==> config.mk <==
export PLATFORM = sky130hd
export DESIGN_NAME = inst_fetch_unit
export DESIGN_NICKNAME = d
export VERILOG_FILES = /design/src/rtl/inst_fetch_unit.sv
export SDC_FILE = /design/constraint.sdc
export NUM_CORES = 1
export LEC_CHECK = 0
export CORE_ASPECT_RATIO = 0.8
export CORE_UTILIZATION = 56
export DETAILED_ROUTE_END_ITERATION = 8
export HOLD_SLACK_MARGIN = 0.08
export PLACE_DENSITY = 0.81
export REMOVE_ABC_BUFFERS = 1
export SYNTH_ARGS = -nofsm -noshare
export SYNTH_HDL_FRONTEND = slang
export SYNTH_SLANG_ARGS = --single-unit
==> constraint.sdc <==
create_clock -name CLOCK -period 4.7 [get_ports CLOCK]
set_clock_uncertainty 0.05 [all_clocks]
set_input_delay 0.94 -clock CLOCK [delete_from_list [all_inputs] [get_ports CLOCK]]
set_output_delay 0.94 -clock CLOCK [all_outputs]
set_load 0.02 [all_outputs]
==> src/rtl/inst_fetch_unit.sv <==
// Sequential instruction prefetcher: owns fetch_pc, issues in-order word reads, buffers into a FIFO.
// Optional FETCH_MISALIGN_CHECK_EN: sticky fault on misaligned redirect instead of masking low bits.
module inst_fetch_unit #(
  parameter int          DEPTH           = 4,
  parameter int          MAX_OUTSTANDING = 4,
  parameter logic [31:0] RESET_PC        = 32'h0000_0000
) (
  input  logic        CLOCK,
  input  logic        RESET,
  input  logic        redirect_valid,
  input  logic [31:0] redirect_pc,
  output logic        inst_valid,
  input  logic        inst_ready,
  output logic [31:0] INST,
  output logic [31:0] inst_pc,
  output logic        mem_req_valid,
  input  logic        mem_req_ready,
  output logic [31:0] mem_req_addr,
  input  logic        mem_rsp_valid,
  input  logic [31:0] mem_rsp_data,
  output logic        misalign_fault
);
  localparam int AW = (DEPTH > 1) ? $clog2(DEPTH) : 1;
  localparam int CW = $clog2(DEPTH + 1);
  localparam int OW = $clog2(MAX_OUTSTANDING + 1);
  localparam int SW = ((CW > OW) ? CW : OW) + 1;

  typedef struct packed {
    logic [31:0] pc;
    logic [31:0] data;
  } entry_t;

  entry_t          fifo [DEPTH];
  logic [AW-1:0]   rd_ptr, wr_ptr;
  logic [CW-1:0]   count;
  logic [OW-1:0]   outstanding, drop;
  logic [31:0]     fetch_pc, rsp_pc, redir_pc;
  logic [SW-1:0]   cnt_x, out_x, drop_x;
  logic            accept, pop, push, rsp_drop, rsp_old;

`ifdef FETCH_MISALIGN_CHECK_EN
  logic fault_q;
  assign redir_pc       = redirect_pc;
  assign misalign_fault = fault_q;

  always_ff @(posedge CLOCK or posedge RESET) begin
    if (RESET)               fault_q <= 1'b0;
    else if (redirect_valid) fault_q <= (redirect_pc[1:0] != 2'b00);
  end
`else
  assign redir_pc       = redirect_pc & 32'hFFFF_FFFC;
  assign misalign_fault = 1'b0;
`endif

  assign cnt_x  = SW'(count);
  assign out_x  = SW'(outstanding);
  assign drop_x = SW'(drop);

  // Credits cover FIFO space for every live request, so a push can never overflow.
  assign mem_req_valid = !RESET && !redirect_valid && !misalign_fault &&
                         (cnt_x + out_x < SW'(DEPTH)) &&
                         (out_x + drop_x < SW'(MAX_OUTSTANDING));
  assign mem_req_addr  = fetch_pc;

  assign inst_valid = (count != '0);
  assign INST       = inst_valid ? fifo[rd_ptr].data : 32'h0;
  assign inst_pc    = inst_valid ? fifo[rd_ptr].pc   : 32'h0;

  assign accept   = mem_req_valid && mem_req_ready;
  assign pop      = inst_valid && inst_ready;
  assign rsp_drop = mem_rsp_valid && (drop != '0);
  assign push     = mem_rsp_valid && (drop == '0) && (outstanding != '0);
  // A response landing in a redirect cycle belongs to the old stream; discard it.
  assign rsp_old  = mem_rsp_valid && ((drop != '0) || (outstanding != '0));

  always_ff @(posedge CLOCK or posedge RESET) begin
    if (RESET) begin
      fetch_pc    <= RESET_PC;
      rsp_pc      <= RESET_PC;
      rd_ptr      <= '0;
      wr_ptr      <= '0;
      count       <= '0;
      outstanding <= '0;
      drop        <= '0;
    end else if (redirect_valid) begin
      fetch_pc    <= redir_pc;
      rsp_pc      <= redir_pc;
      rd_ptr      <= '0;
      wr_ptr      <= '0;
      count       <= '0;
      outstanding <= '0;
      drop        <= drop + outstanding - OW'(rsp_old);
    end else begin
      if (accept)   fetch_pc <= fetch_pc + 32'd4;
      if (rsp_drop) drop     <= drop - OW'(1);
      if (push) begin
        rsp_pc <= rsp_pc + 32'd4;
        wr_ptr <= wr_ptr + AW'(1);
      end
      if (pop) rd_ptr <= rd_ptr + AW'(1);
      outstanding <= outstanding + OW'(accept) - OW'(push);
      count       <= count + CW'(push) - CW'(pop);
    end
  end

  always_ff @(posedge CLOCK) begin
    if (push && !redirect_valid) fifo[wr_ptr] <= '{pc: rsp_pc, data: mem_rsp_data};
  end
endmodule

; ---- After elaboration in Yosys (flattened, before gate mapping)
; Memory sizes are Yosys's and may differ from the RTL's.
; Index checks and enable logic that the tools add are counted.
[word_totals]
ff_bits = 77
mem_bits_rw = 256
in_bits = 70
out_inout_bits = 99
word_cells = 60
mem_count = 1
[op_classes]
n_addsub = 13
magnitude_cmp = 2
muxes = 16
n_reduce_logical = 21
[memory_table]
columns = name, depth, width, rd, rd_clocked_by_memory_dff, write_ports, line_no
row1 = fifo, 4, 64, 1, 0, 1, 33  ; entry_t fifo [DEPTH];
[ops]
columns = cell, n
row1 = $mux W32, 6
row2 = $add A32 B3 Y32 const B, 2
row3 = $mux W3, 4
row4 = $logic_and A1 B1 Y1, 10
row5 = $reduce_bool A3 Y1, 3
row6 = $sub A3 B1 Y3, 3
row7 = $add A3 B3 Y4, 2
row8 = $lt A4 B3 Y1 const B, 2
row9 = $mux W2, 4
row10 = $reduce_bool A2 Y1, 4
row11 = $add A3 B1 Y3, 2
row12 = $add A2 B1 Y2 const B, 2
row13 = $add A3 B3 Y3, 1
row14 = $logic_not A3 Y1, 1
row15 = $sub A3 B1 Y3 const B, 1
row16 = $logic_not A1 Y1, 2
row17 = $mux W1, 2
row18 = $logic_or A1 B1 Y1, 1

; ---- Logic depth before layout (Yosys ltp)
; Gate-level depths: netlist of run 1.
[logic_depth]
ltp_word = 8
depth_mapped = 13
ltp_nobuf = 12

; ---- Least setup slack after synthesis of run 1
; OpenSTA, ideal clock, no wires.
[synth_path]
path_kind = input to register
from = input mem_rsp_valid
to = memory fifo[0][0] (netlist bit), enable pin
setup_ns = 0.427
arrival_ns = 3.242
required_ns = 4.223
path_slack_ns = 0.981
cell_stages = 4
path_buffers = 1
path_cell_list = nand3b_1 -> nor2_1 -> clkbuf_1 -> and3_1
[synth_between]
elab_chain_len = 5
[synth_lines]
columns = element, line_no
row1 = start: declaration, 19  ; input logic mem_rsp_valid,
row2 = $logic_and A1 B1 Y1 (2 in a row), 72  ; assign push = mem_rsp_valid && (drop == '0) && (outstanding != '0);
row3 = $logic_and A1 B1 Y1, 107  ; if (push && !redirect_valid) fifo[wr_ptr] <= '{pc: rsp_pc, data: mem_rsp_data};
row4 = $mux W1, 107
row5 = $mux W1 (not written as such), 107
row6 = end: declaration, 33
; No other way between the ends.

; ---- Final worst setup path of run 1
[layout_path]
from = register rd_ptr[0]
to = output INST[27]
[layout_between]
elab_chain_len = 2
[layout_lines]
columns = element, line_no
row1 = start: declaration, 34  ; logic [AW-1:0] rd_ptr, wr_ptr;
row2 = start signal: assignment, 100  ; if (pop) rd_ptr <= rd_ptr + AW'(1);
row3 = $mem_v2 Z4 W64, n/a
row4 = $mux W32, 66  ; assign INST = inst_valid ? fifo[rd_ptr].data : 32'h0;
row5 = end: declaration, 14  ; output logic [31:0] INST,
; No other way between the ends.

==> results of run 1 <==
==> cell families (layout without fill, tap and decap cells) <==
| kind of cell | after synthesis | count (layout) |
|---|---|---|
| compound gates | 94 | 94 |
| xor+xnor | 50 | 50 |
| fa+ha+maj | 22 | 22 |
| buf+inv | 72 | 268 |
| flops | 321 | 321 |
| mux | 67 | 67 |
| other cells | 1 | 5 |
| simple gates | 258 | 258 |
==> synthesized netlist by cell type (24+ instances only) <==
cell / instances
o21ai_0: 34
xor2_1: 24
nand4_1: 27
nand3_1: 27
edfxtp_1: 248
and2_1: 69
xnor2_1: 26
inv_1: 27
nor2_1: 25
nand2_1: 50
dfrtp_1: 73
mux4_2: 62
clkbuf_1: 26
==> registers in the layout, summed over array words and instances (netlist names) <==
| signal | flops |
|---|---|
| rsp_pc | 30 |
| mem_req_addr | 30 |
| drop | 3 |
| rd_ptr | 2 |
| outstanding | 3 |
| fifo | 248 |
| wr_ptr | 2 |
| count | 3 |
==> power breakdown <==
group,switching (uW),internal [uW]
sequential,221,3190
clock,1010,1440
combinational,1180,1210
total,2420,5840
==> worst paths after layout <==
path / start / endpoint / slack, ns
max reg2reg: outstanding[2] / outstanding[2] / 1.42
min reg2reg: mem_req_addr[26] / mem_req_addr[26] / 0.51
max: rd_ptr[0] / INST[27] / 0.75
max in group asynchronous: RESET / rsp_pc[21] / 2.98
min: mem_req_addr[26] / mem_req_addr[26] / 0.51
min in group asynchronous: RESET / outstanding[0] / 0.82
==> through the flow <==
step / area [um^2] / power (uW)
after CTS: 16900 / 8320
after floorplan: 13600 / 4870
final: 16900 / 8260
after detailed placement: 15900 / 5880
after global routing: 16900 / 8620
after global placement: 15900 / 5830
==> final cells by class <==
class	instances	area, um^2	share of cell area [%]
Clock inverter	13	181	1.07
Clock buffer	43	820	4.85
Sequential cell	321	9280	54.9
Inverter	28	108	0.636
Timing Repair Buffer	184	1880	11.1
Tap cell	318	398	2.35
Multi-Input combinational cell	496	4250	25.1
==> layer usage <==
layer | wire (um) | vias up
met5 | 0 | -
met1 | 12900 | 4136
met3 | 2270 | 45
li1 | - | 3736
met2 | 14300 | 336
met4 | 692 | 0
==> metrics.csv, run 1 <==
metric,value,unit
status,"complete, no violations",
synth_warnings,0,
final_cell_mix,"248 x edfxtp_1, 160 x clkdlybuf4s50_1, 71 x dfrtp_1",
core,24200,um^2
clockBufferDepth,3,
dp_cells,1347,
dr.pass1.iters,5,
start_kind,flop,
synth_edf_count,248,
grt_pass1_vias,8265,
routedWlPerCell,21.4,um
num_rows,51,
synthAdderAreaFrac,2.16,%
ys_async_sr_fraction,22.7,%
synth_area_leaders,"edfxtp_1 54%, dfrtp_1 13%, mux4_2 10%",
cap_violations,0,
slowest_delay,0.74,ns
layout.nets,1153,
final_common_cell,edfxtp_1,
avgViaCountPerCell,5.88,
ys.flop_type,edfxtp_1,
ant_nets,0,
grt_pass1_wl,47.0,mm
postCtsSetupBuffers,0,
clkLatencyLatePin,0.55,ns
syn_to_final_growth,22.5,%
cts_made_buffers,30,
clkSinkCount,321,
worstPathRequired,3.71,ns
layout_setup_ws,0.751,ns
p_per_area,488,nW/um^2
worstPathCellList,buf_4 -> mux4_2 -> and2_1 -> clkdlybuf4s50_1,
nFillCells,1589,
ctsHoldBuffers,0,
crit_type,flop to primary output,
antenna_found_initial,0,
max_freq,0.253,GHz
numPortBuffers,161,
synth_cell_types,56,
path_depth,4,
netlist_area,13800,um^2
synth_sequential_area_ratio,67.2,%
crit_family,buffers and inverters,
crit_arrival,2.96,ns
avgSynthCellArea,15.6,um^2
slowest_stage,dfrtp_4,
vdd_drop_max,0.281,mV
min_path_type,flop to flop,
yosys.area.top_type,edfxtp_1,
busiest_layer,met2,
hold_violations,0,
whs,0.511,ns
synthMuxAreaShare,10.5,%
synth_xor_area_share,3.17,%
vias,8253,
dieArea,25300,um^2
yosys.area_share.simple,10.2,%
hpwl,19.9,mm
ys_ff_latch,321,
p_leak,0.00574,uW
rsz0062_at_grt,false,
fp.dieW,178,um
global_route.usage.met1,35.2,%
finalSetupTns,0,ns
met3_usage,4.78,%
drtIter0Drc,794,
hold_depth,1,
drive_above_1_share,13.6,%
die_h,142,um
grt-ovfl-total,0,
cts-root-buf,clkbuf_16,
synth_top_family_by_area,multiplexers,
slew_headroom,20.7,%
reg2reg_depth,11,
diodes,0,
dp_slack,0.825,ns
yosysTopAreaCellShare,53.9,%
htreeDepth,1,
cts_resized,0,
worst-path-buf-inv,2,
synth-compound-area-share,4.52,%
slew_viol_final,0,
start_util,56.9,%
synth_cells,885,
worst-path-max-fanout,23,
setup_violations,0,
cts_tree,built,
drt-total-wl,30.1,mm
gp_congestion,0.930,
period_minus_slack,3.95,ns
worst_setup_path_end_kind,primary output,
fin_cells,1403,
drc,0,
finalCritPeriodShare,84.0,%
io_pins,169,
final_core_util,69.7,%
grt_max_degree,76,
track_usage,24.5,%
tightest_slew,1.18,ns
gr-usage-met2,39.1,%
clk_pin_slew,0.07,ns
Note: power is estimated with default switching activity, not from simulation.
==> run 2: changes to the inputs <==
CORE_UTILIZATION = 50   (was 56)
PLACE_DENSITY = 0.77   (was 0.81)
clock period = 3.4 ns   (was 4.7 ns; I/O delays follow)
==> metrics.csv, run 2 (same netlist as run 1, synthesis figures left out) <==
metric,value,unit,change
worstPathRequired,2.67,ns,-1.04 ns
period_minus_slack,3.30,ns,
clkLatencyLatePin,0.56,ns,about the same
grt_max_degree,76,,unchanged
cts_made_buffers,30,,unchanged
reg2reg_from,outstanding[2],,
drt-total-wl,30.7,mm,+2.0%
largest-register,fifo,,
grt_pass1_wl,47.5,mm,+1.0%
slowest_stage,mux4_2,,
io_pins,169,,unchanged
final_common_cell,edfxtp_1,,
reg2reg_to,outstanding[2],,
grt_pass1_vias,8325,,+0.73%
dr.pass1.iters,6,,+1
cap_violations,0,,unchanged
hpwl,19.8,mm,-0.67%
fp.dieW,188,um,+5.8%
clk_pin_slew,0.07,ns,about the same
diodes,0,,unchanged
num_rows,54,,+5.9%
avgViaCountPerCell,5.70,,-3.1%
ctsHoldBuffers,0,,unchanged
slew_viol_final,0,,unchanged
crit_type,flop to primary output,,
antenna_found_initial,0,,unchanged
layout.nets,1158,,+0.43%
start_util,50.7,%,-6.2 points
worst-path-max-fanout,22,,-4.3%
syn_to_final_growth,23.3,%,
vdd_drop_max,0.434,mV,+54%
p_per_area,669,nW/um^2,+37%
routedWlPerCell,21.1,um,-1.5%
finalCritPeriodShare,97.1,%,
core,27200,um^2,+12%
slowest_delay,0.53,ns,-0.21 ns
multi_input_area,4250,um^2,+0.12%
dp_cells,1397,,+3.7%
reg2reg_slack,0.29,ns,-1.13 ns
track_usage,21.8,%,-2.7 points
setup_violations,0,,unchanged
hold_violations,0,,unchanged
dieArea,28300,um^2,+12%
clkSinkCount,321,,unchanged
finalSetupTns,0,ns,unchanged
ant_nets,0,,unchanged
gp_congestion,0.867,,-6.7%
min_path_type,input port to asynchronous set/reset pin,,
worst-path-buf-inv,2,,unchanged
seqCellArea,9280,um^2,unchanged
start_kind,flop,,
worstPathCellList,clkbuf_16 -> mux4_2 -> and2_1 -> clkdlybuf4s50_1,,
crit_family,buffers and inverters,,
clockBufferDepth,3,,unchanged
vias,8284,,+0.38%
htreeDepth,1,,unchanged
total_power,11400,uW,+38%
drc,0,,unchanged
crit_arrival,2.57,ns,-0.39 ns
rsz0062_at_grt,false,,
reg2reg_depth,11,,unchanged
cts_tree,built,,
status,"complete, no violations",,
tightest_slew,0.966,ns,-0.212 ns
p_leak,0.00579,uW,+0.94%
cts-root-buf,clkbuf_16,,
max_freq,0.303,GHz,
whs,0.480,ns,-0.0313 ns
drive_above_1_share,14.4,%,+0.78 points
largest_register_ffs,248,,unchanged
final_cell_mix,"248 x edfxtp_1, 152 x clkdlybuf4s50_1, 71 x dfrtp_1",,
drtIter0Drc,773,,-2.6%
slew_headroom,35.4,%,+15 points
worst_setup_path_end_kind,primary output,,
nFillCells,2010,,+26%
fin_cells,1453,,+3.6%
die_h,151,um,+5.7%
numPortBuffers,161,,unchanged
grt-ovfl-total,0,,unchanged
-- run 2: cell count changes in the layout (fill, tap and decap cells not counted), sizes merged --
cell / before / now
buf: 24 / 28
clkdlybuf4s50: 160 / 152
dlygate4sd2: 0 / 8
clkinvlp: 0 / 3
bufinv: 4 / 3
clkinv: 9 / 16
clkbuf: 43 / 34
-- run 2: per-layer routing --
| metal | global-route usage, % | part of all wire (%) | vias up |
|---|---|---|---|
| met5 | 0 | 0 | - |
| met4 | 3.94 | 1.2 | 0 |
| met3 | 3.85 | 6.5 | 34 |
| met2 | 35.2 | 47 | 283 |
| met1 | 31.7 | 45 | 4235 |
| li1 | - | - | 3732 |
-- run 2: worst max-delay path by stage --
stage,depth (start not counted),from,end,slack [ns]
after floorplan,2,rd_ptr[0],INST[0],-0.73
after global placement,11,RESET,outstanding[2],-0.004
after detailed placement,11,RESET,outstanding[2],-0.02
after CTS,4,rd_ptr[0],inst_pc[30],0.001
after global routing,4,rd_ptr[0],inst_pc[28],0.01
final,4,rd_ptr[0],inst_pc[2],0.1
-- run 2: where the power goes --
group          internal, uW  switching, uW  total [uW]
clock                  1840           1430        3270
sequential             4410            248        4660
combinational          1730           1730        3460
-- run 2: cell type report --
class,count,share of cell area (%)
Clock inverter,22,1.18
Timing Repair Buffer,189,11.6
Sequential cell,321,54.5
Multi-Input combinational cell,496,25.0
Inverter,28,0.632
Clock buffer,33,4.48
Tap cell,364,2.68
-- run 2: timing repair --
action                                  4_1_cts  5_1_grt
buffers inserted                              0        0
endpoints found under the setup margin       19       38
gates resized for setup                       9        1
cloned                                        0        1
hold endpoints to repair                      0        0
-- run 2: stage by stage --
stage / utilization (%) / area, um^2 / setup slack (ns)
2_1_floorplan: - / 13600 / -0.731
3_3_place_gp: 58.9 / 16000 / -0.00385
3_5_place_dp: 58.9 / 16000 / -0.0224
4_1_cts: 62.4 / 17000 / 0.00148
5_1_grt: 62.5 / 17000 / 0.0134
6_report: 62.5 / 17000 / 0.0984
-- run 2: worst register-to-register path, cell delays in order (launching register included) --
cell       delay, ns
dfrtp_1         0.43
ha_1            0.34
or4_1           0.61
a2111oi_4       0.40
inv_4           0.05
ha_1            0.28
inv_1           0.06
ha_1            0.13
inv_1           0.04
fa_1            0.37
xnor2_1         0.16
nor2_1          0.05
